--- src/rtl/arb_pkg.sv ---
// Shared types and constants for the 16-way round-robin grant arbiter.
// Latency: n/a (types only). Backpressure: n/a.
// Owner hand-off is controlled by the owner_release / request handshake in rr_grant_arbiter16.
package arb_pkg;

    localparam int N_REQ_C = 16;
    localparam int IDX_W_C = 4;

    // Pointer value after reset, so that the first search begins at requester 0.
    localparam logic [IDX_W_C-1:0] RST_PTR = 4'hF;

    typedef enum logic [1:0] {
        IDLE  = 2'd0,
        GRANT = 2'd1,
        GAP   = 2'd2
    } arb_state_t;

endpackage

--- src/rtl/gnt_decoder4x16.sv ---
// Enable-gated 4:16 one-hot decoder that drives the grant vector.
// Latency: combinational. Backpressure: none; the output is all zero while en=0.
// Inputs come only from registers in the arbiter, so no request-to-grant glitch path exists.
module gnt_decoder4x16
    import arb_pkg::*;
(
    input  logic [IDX_W_C-1:0] idx,
    input  logic               en,
    output logic [N_REQ_C-1:0] onehot
);

    always_comb begin
        onehot = '0;
        if (en) begin
            onehot[idx] = 1'b1;
        end
    end

endmodule

--- src/rtl/rr_grant_arbiter16.sv ---
// Round-robin arbiter: 16 requesters share one resource, with a one-cycle GAP between owners.
// Latency: grant is visible 1 cycle after the request is sampled in IDLE. Backpressure: owner holds until owner_release or req drop.
// Optional hold timeout is built when ARB_TIMEOUT_EN is defined (forced revoke after MAX_HOLD cycles).
module rr_grant_arbiter16
    import arb_pkg::*;
#(
    parameter int N_REQ    = 16,
    parameter int IDX_W    = 4,
    parameter int MAX_HOLD = 8
) (
    input  logic             clk,
    input  logic             rst_n,
    input  logic [N_REQ-1:0] req,
    input  logic             owner_release,
    output logic [N_REQ-1:0] gnt,
    output logic [IDX_W-1:0] gnt_idx,
    output logic             gnt_valid,
    output logic             timeout
);

    if (N_REQ != N_REQ_C || IDX_W != IDX_W_C) begin : g_bad_width
        $error("rr_grant_arbiter16 supports only N_REQ=16, IDX_W=4");
    end
    if (MAX_HOLD < 1 || MAX_HOLD > 255) begin : g_bad_hold
        $error("rr_grant_arbiter16 MAX_HOLD must be in 1..255");
    end

    // First set bit searching ptr+1 .. ptr with wrap; offset 16 folds back to ptr itself.
    function automatic logic [IDX_W_C-1:0] rr_pick(input logic [N_REQ_C-1:0] r,
                                                    input logic [IDX_W_C-1:0] ptr);
        logic [IDX_W_C-1:0] cand;
        logic [IDX_W_C-1:0] win;
        win = ptr;
        for (int off = N_REQ_C; off >= 1; off--) begin
            cand = ptr + IDX_W_C'(off);
            if (r[cand]) begin
                win = cand;
            end
        end
        return win;
    endfunction

    arb_state_t         state_q, state_d;
    logic [IDX_W_C-1:0] gnt_idx_q, gnt_idx_d;
    logic [IDX_W_C-1:0] rr_ptr_q, rr_ptr_d;
    logic [IDX_W_C-1:0] pick_idx;
    logic               owner_done;

`ifdef ARB_TIMEOUT_EN
    localparam logic [7:0] HOLD_LAST = 8'(MAX_HOLD - 1);
    logic [7:0] hold_cnt_q, hold_cnt_d;
    logic       timeout_q, timeout_d;
`endif

    assign pick_idx   = rr_pick(req, rr_ptr_q);
    assign owner_done = owner_release | ~req[gnt_idx_q];

    always_ff @(posedge clk or negedge rst_n) begin
        if (!rst_n) begin
            state_q    <= IDLE;
            gnt_idx_q  <= '0;
            rr_ptr_q   <= RST_PTR;
`ifdef ARB_TIMEOUT_EN
            hold_cnt_q <= '0;
            timeout_q  <= 1'b0;
`endif
        end else begin
            state_q    <= state_d;
            gnt_idx_q  <= gnt_idx_d;
            rr_ptr_q   <= rr_ptr_d;
`ifdef ARB_TIMEOUT_EN
            hold_cnt_q <= hold_cnt_d;
            timeout_q  <= timeout_d;
`endif
        end
    end

    always_comb begin
        state_d    = state_q;
        gnt_idx_d  = gnt_idx_q;
        rr_ptr_d   = rr_ptr_q;
`ifdef ARB_TIMEOUT_EN
        hold_cnt_d = hold_cnt_q;
        timeout_d  = 1'b0;
`endif
        case (state_q)
            IDLE: begin
                if (|req) begin
                    gnt_idx_d  = pick_idx;
                    rr_ptr_d   = pick_idx;
                    state_d    = GRANT;
`ifdef ARB_TIMEOUT_EN
                    hold_cnt_d = '0;
`endif
                end
            end
            GRANT: begin
                // A normal release outranks the timeout on the same cycle.
                if (owner_done) begin
                    state_d = GAP;
                end
`ifdef ARB_TIMEOUT_EN
                else if (hold_cnt_q == HOLD_LAST) begin
                    state_d   = GAP;
                    timeout_d = 1'b1;
                end else begin
                    hold_cnt_d = hold_cnt_q + 8'd1;
                end
`endif
            end
            GAP: begin
                state_d = IDLE;
            end
            default: begin
                state_d = IDLE;
            end
        endcase
    end

    always_comb begin
        gnt_valid = (state_q == GRANT);
`ifdef ARB_TIMEOUT_EN
        timeout   = timeout_q;
`else
        timeout   = 1'b0;
`endif
    end

    assign gnt_idx = gnt_idx_q;

    gnt_decoder4x16 u_gnt_dec (
        .idx    (gnt_idx_q),
        .en     (gnt_valid),
        .onehot (gnt)
    );

endmodule
--- config.mk ---
export PLATFORM = sky130hd
export DESIGN_NAME = rr_grant_arbiter16
export DESIGN_NICKNAME = d
export VERILOG_FILES = /design/src/rtl/arb_pkg.sv /design/src/rtl/gnt_decoder4x16.sv /design/src/rtl/rr_grant_arbiter16.sv
export SDC_FILE = /design/constraint.sdc
export NUM_CORES = 1
export LEC_CHECK = 0
export ABC_AREA = 1
export CORE_ASPECT_RATIO = 1.1
export CORE_MARGIN = 2
export CORE_UTILIZATION = 45
export CTS_CLUSTER_DIAMETER = 30
export DETAILED_ROUTE_END_ITERATION = 10
export PLACE_DENSITY = 0.74
export SLEW_MARGIN = 20
export SYNTH_ARGS = -nofsm -noshare
export SYNTH_HDL_FRONTEND = slang
export SYNTH_HIERARCHICAL = 1
export SYNTH_SLANG_ARGS = --single-unit
--- constraint.sdc ---
create_clock -name clk -period 3.47 [get_ports clk]
set_input_delay 0.347 -clock clk [delete_from_list [all_inputs] [get_ports clk]]
set_output_delay 0.347 -clock clk [all_outputs]
set_load 0.01 [all_outputs]
==> qor.csv <==
stage;metric;value;unit
status;run status;complete, no violations;
clock_tree;Clock Sinks;10;
logic_synthesis;Synth top cells by count;nand2_1 (175), nand3_1 (62), inv_1 (47), nor2_1 (36), a21oi_1 (34);
die;num rows;27;
die;die area;5810;µm²
logic_synthesis;synth warn;6;
final_layout;# diodes;0;
sta;Period minus WS final;3.08;ns
final_layout;layout cells sized above 1;0.0811;
route;drt pass-1 iters;6;
route;antenna viol nets, final;0;
global_routing;GR Overflow Total;0;
global_routing;largest net degree at the start of global routing;25;
route;1st-iter DRT viols;206;
global_routing;GRT Total Usage;0.272;
final_layout;FILL cells;555;
global_routing;initial antenna violation count;0;
sta;Final Hold Viols;0;
placement;gpl congestion;1.04;
final_layout;Area Overhead vs Synth;19.9;%
die;Initial Utilization;0.467;
logic_synthesis;Syn Area/Cell;5.28;µm²
global_routing;met2 Use GR;0.485;
sta;Slew @ Worst Pin;0.711;ns
clock_tree;Post-CTS Setup Bufs;0;
logic_synthesis;post-synth cell types;33;
logic_synthesis;synth top area cells;nand2_1 (28%), nand3_1 (13%), inv_1 (7.5%);
setup_path;crit path DAT;3.20;ns
final_layout;footprint of the multi-input gates;1800;µm²
setup_path;Reg-to-Reg Start;rr_ptr_q[0]$_DFFE_PN1P_;
sta;Fmax;324;MHz
sta;Final Cycle Share;0.889;
run;maxcap violations;0;
global_routing;grt peak-use layer;met2;
clock_tree;clock-pin slew on the worst setup and hold paths;0.05;ns
logic_synthesis;Mapped Nets;471;
setup_path;reg-to-reg endpoint;gnt_idx[0]$_DFFE_PN0P_;
die;Die Y;79.8;µm
setup_path;Crit. End Element;register;
global_routing;vias in the first global route;2858;
clock_tree;Longest Clk Path Bufs;2;
setup_path;CP Class;register to register;
placement;Post-DP HPWL;5960;µm
sta;RSZ-0062 raised after global routing;false;
clock_tree;CTS tree;done;
logic_synthesis;Post-synth EDFFs;0;
logic_synthesis;area fraction in compound gates after synthesis;0.150;
placement;placed cells;535;
global_routing;met1 usage;0.341;
logic_synthesis;adder-cell share of the synthesized area;0.0373;
logic_synthesis;combinational family with the most area after synthesis;simple AND/OR/NAND/NOR gates;
sta;Setup Skew;0.00195;ns
setup_path;CP Max Fanout;24;
logic_synthesis;Yosys reg bits;10;
die;boundary pin count;41;
final_layout;non-filler cells, final;539;
final_layout;nets;508;
logic_synthesis;Mapped Area;2350;µm²
setup_path;R2R cell count;20;
logic_synthesis;simple-gate area share of the yosys netlist;0.531;
final_layout;Reg area;255;µm²
setup_path;Critical Path RT;3.59;ns
logic_synthesis;Synth top area share;0.280;
sta;Slew Limit Fails;0;
logic_synthesis;xor-xnor portion of the synthesized cell area;0.0442;
route;Avg WL per Cell;14.2;µm
logic_synthesis;Cells after Synth;445;
logic_synthesis;top-count cell post-synth;nand2_1;
placement;I/O Buffers;39;
logic_synthesis;fraction of synthesized area in multiplexers;0;
global_routing;GR Util met3;0.0240;
logic_synthesis;Async S/R FF share, synth;1.00;
route;Via density;5.46;
clock_tree;clk root buf;clkbuf_8;
route;vias;2943;
clock_tree;clock latency on the worst-skew pair;0.24;ns
clock_tree;clock buffer count from CTS;3;
die;Die W;72.9;µm
clock_tree;H-tree depth;1;
route;DRT Wirelength;7640;µm
sta;# setup viols final;0;
setup_path;R2R setup slack;0.39;ns
logic_synthesis;post-synth top area cell;nand2_1;
worst_hold_path;Min-Delay Path Class;input pin to async pin;
die;Core ar.;5030;µm²
sta;worst slew margin relative to its limit;0.521;
sta;setup TNS;0;ns
route;Remaining DRCs;0;
logic_synthesis;Synth Flop Type;dfrtp_1;
logic_synthesis;Seq/Total Area, Yosys;0.109;
global_routing;global-route wire length before repair;12800;µm
setup_path;Startpoint Class;register;
==> per-layer routing <==
layer | wire length (µm) | part of all wire
met1 | 3360 | 0.44
met2 | 3710 | 0.49
met3 | 388 | 0.051
met4 | 179 | 0.023
met5 | 0 | 0
==> state kept, by name, indices dropped and copies added, names as in the netlist <==
register,cells
gnt_idx,4
rr_ptr_q,4
state_q,2
==> how the worst max path moves through the flow <==
| stage | end | cells after the start | slack, ns | start |
|---|---|---|---|---|
| floorplan | gnt_idx[0]$_DFFE_PN0P_ | 25 | 0.73 | rr_ptr_q[0]$_DFFE_PN1P_ |
| global placement | gnt_idx[0]$_DFFE_PN0P_ | 20 | 0.26 | rr_ptr_q[0]$_DFFE_PN1P_ |
| detailed placement | gnt_idx[0]$_DFFE_PN0P_ | 20 | 0.21 | rr_ptr_q[0]$_DFFE_PN1P_ |
| CTS | gnt_idx[0]$_DFFE_PN0P_ | 20 | 0.19 | rr_ptr_q[0]$_DFFE_PN1P_ |
| global route | gnt_idx[0]$_DFFE_PN0P_ | 16 | 0.08 | rr_ptr_q[0]$_DFFE_PN1P_ |
| finish | gnt_idx[0]$_DFFE_PN0P_ | 20 | 0.39 | rr_ptr_q[0]$_DFFE_PN1P_ |
==> per-stage QoR <==
step / area, µm² / hold WS [ns] / utilization / setup slack (ns)
3_3_place_gp: 2750 / 0.584 / 0.546 / 0.263
6_report: 2820 / 0.420 / 0.559 / 0.387
2_1_floorplan: 2350 / 0.0514 / - / 0.734
3_5_place_dp: 2750 / 0.594 / 0.546 / 0.209
5_1_grt: 2820 / 0.442 / 0.559 / 0.0767
4_1_cts: 2800 / 0.436 / 0.557 / 0.187
==> area by class of cell <==
cell class                      count  share of cell area
Timing Repair Buffer               44               0.152
Sequential cell                    10              0.0907
Tap cell                           58              0.0258
Clock buffer                        4              0.0196
Multi-Input combinational cell    371               0.641
Inverter                           52              0.0711
==> worst max-delay path: stages, from the launching register on <==
cell	delay (ns)
dfstp_2	0.55
buf_4	0.27
ha_1	0.29
xor2_4	0.33
inv_2	0.15
o21ai_1	0.28
nand2_1	0.13
nand2_1	0.16
inv_1	0.05
nand2_1	0.06
nand2_1	0.04
nand2_1	0.06
nand2_1	0.04
nand2_1	0.05
nand2_1	0.05
nand2_1	0.05
nand2_1	0.09
nand2_1	0.07
nand2_1	0.04
nand3_1	0.10
nand2_1	0.07
==> cells by family after synthesis <==
logic type	Yosys count
xor+xnor	8
compound gates	63
simple gates	292
fa+ha+maj	7
flops	10
other cells	1
buf+inv	64
==> cells in the final DEF, fill, tap and decap left out <==
| cell type | n |
|---|---|
| nand2_4 | 1 |
| clkbuf_8 | 4 |
| inv_4 | 2 |
| nand3_2 | 5 |
| inv_2 | 3 |
| o21ai_0 | 12 |
| or4_1 | 1 |
| nor4_1 | 3 |
| dfstp_2 | 4 |
| o21a_1 | 2 |
| nand2_1 | 175 |
| nand2_2 | 7 |
| nand3_1 | 62 |
| o21ai_1 | 6 |
| xor2_2 | 1 |
| clkdlybuf4s50_1 | 39 |
| xor2_1 | 4 |
| o221ai_1 | 3 |
| inv_1 | 47 |
| or2_1 | 1 |
| o21bai_1 | 2 |
| buf_4 | 5 |
| xor2_4 | 2 |
| or2_2 | 1 |
| dfrtp_1 | 6 |
| ha_1 | 7 |
| a21oi_2 | 3 |
| conb_1 | 1 |
| xnor2_1 | 1 |
| a21oi_1 | 34 |
| o21ai_2 | 1 |
| nor2_1 | 36 |
==> what timing repair did <==
| action | 4_1_cts | 5_1_grt |
|---|---|---|
| setup endpoints to repair | 0 | 6 |
| hold buffers | 0 | 0 |
| resized for setup | 0 | 2 |
Power is left out: the tool's default activity adds up to more than one toggle a clock period on the data nets, which glitch-free logic cannot reach.
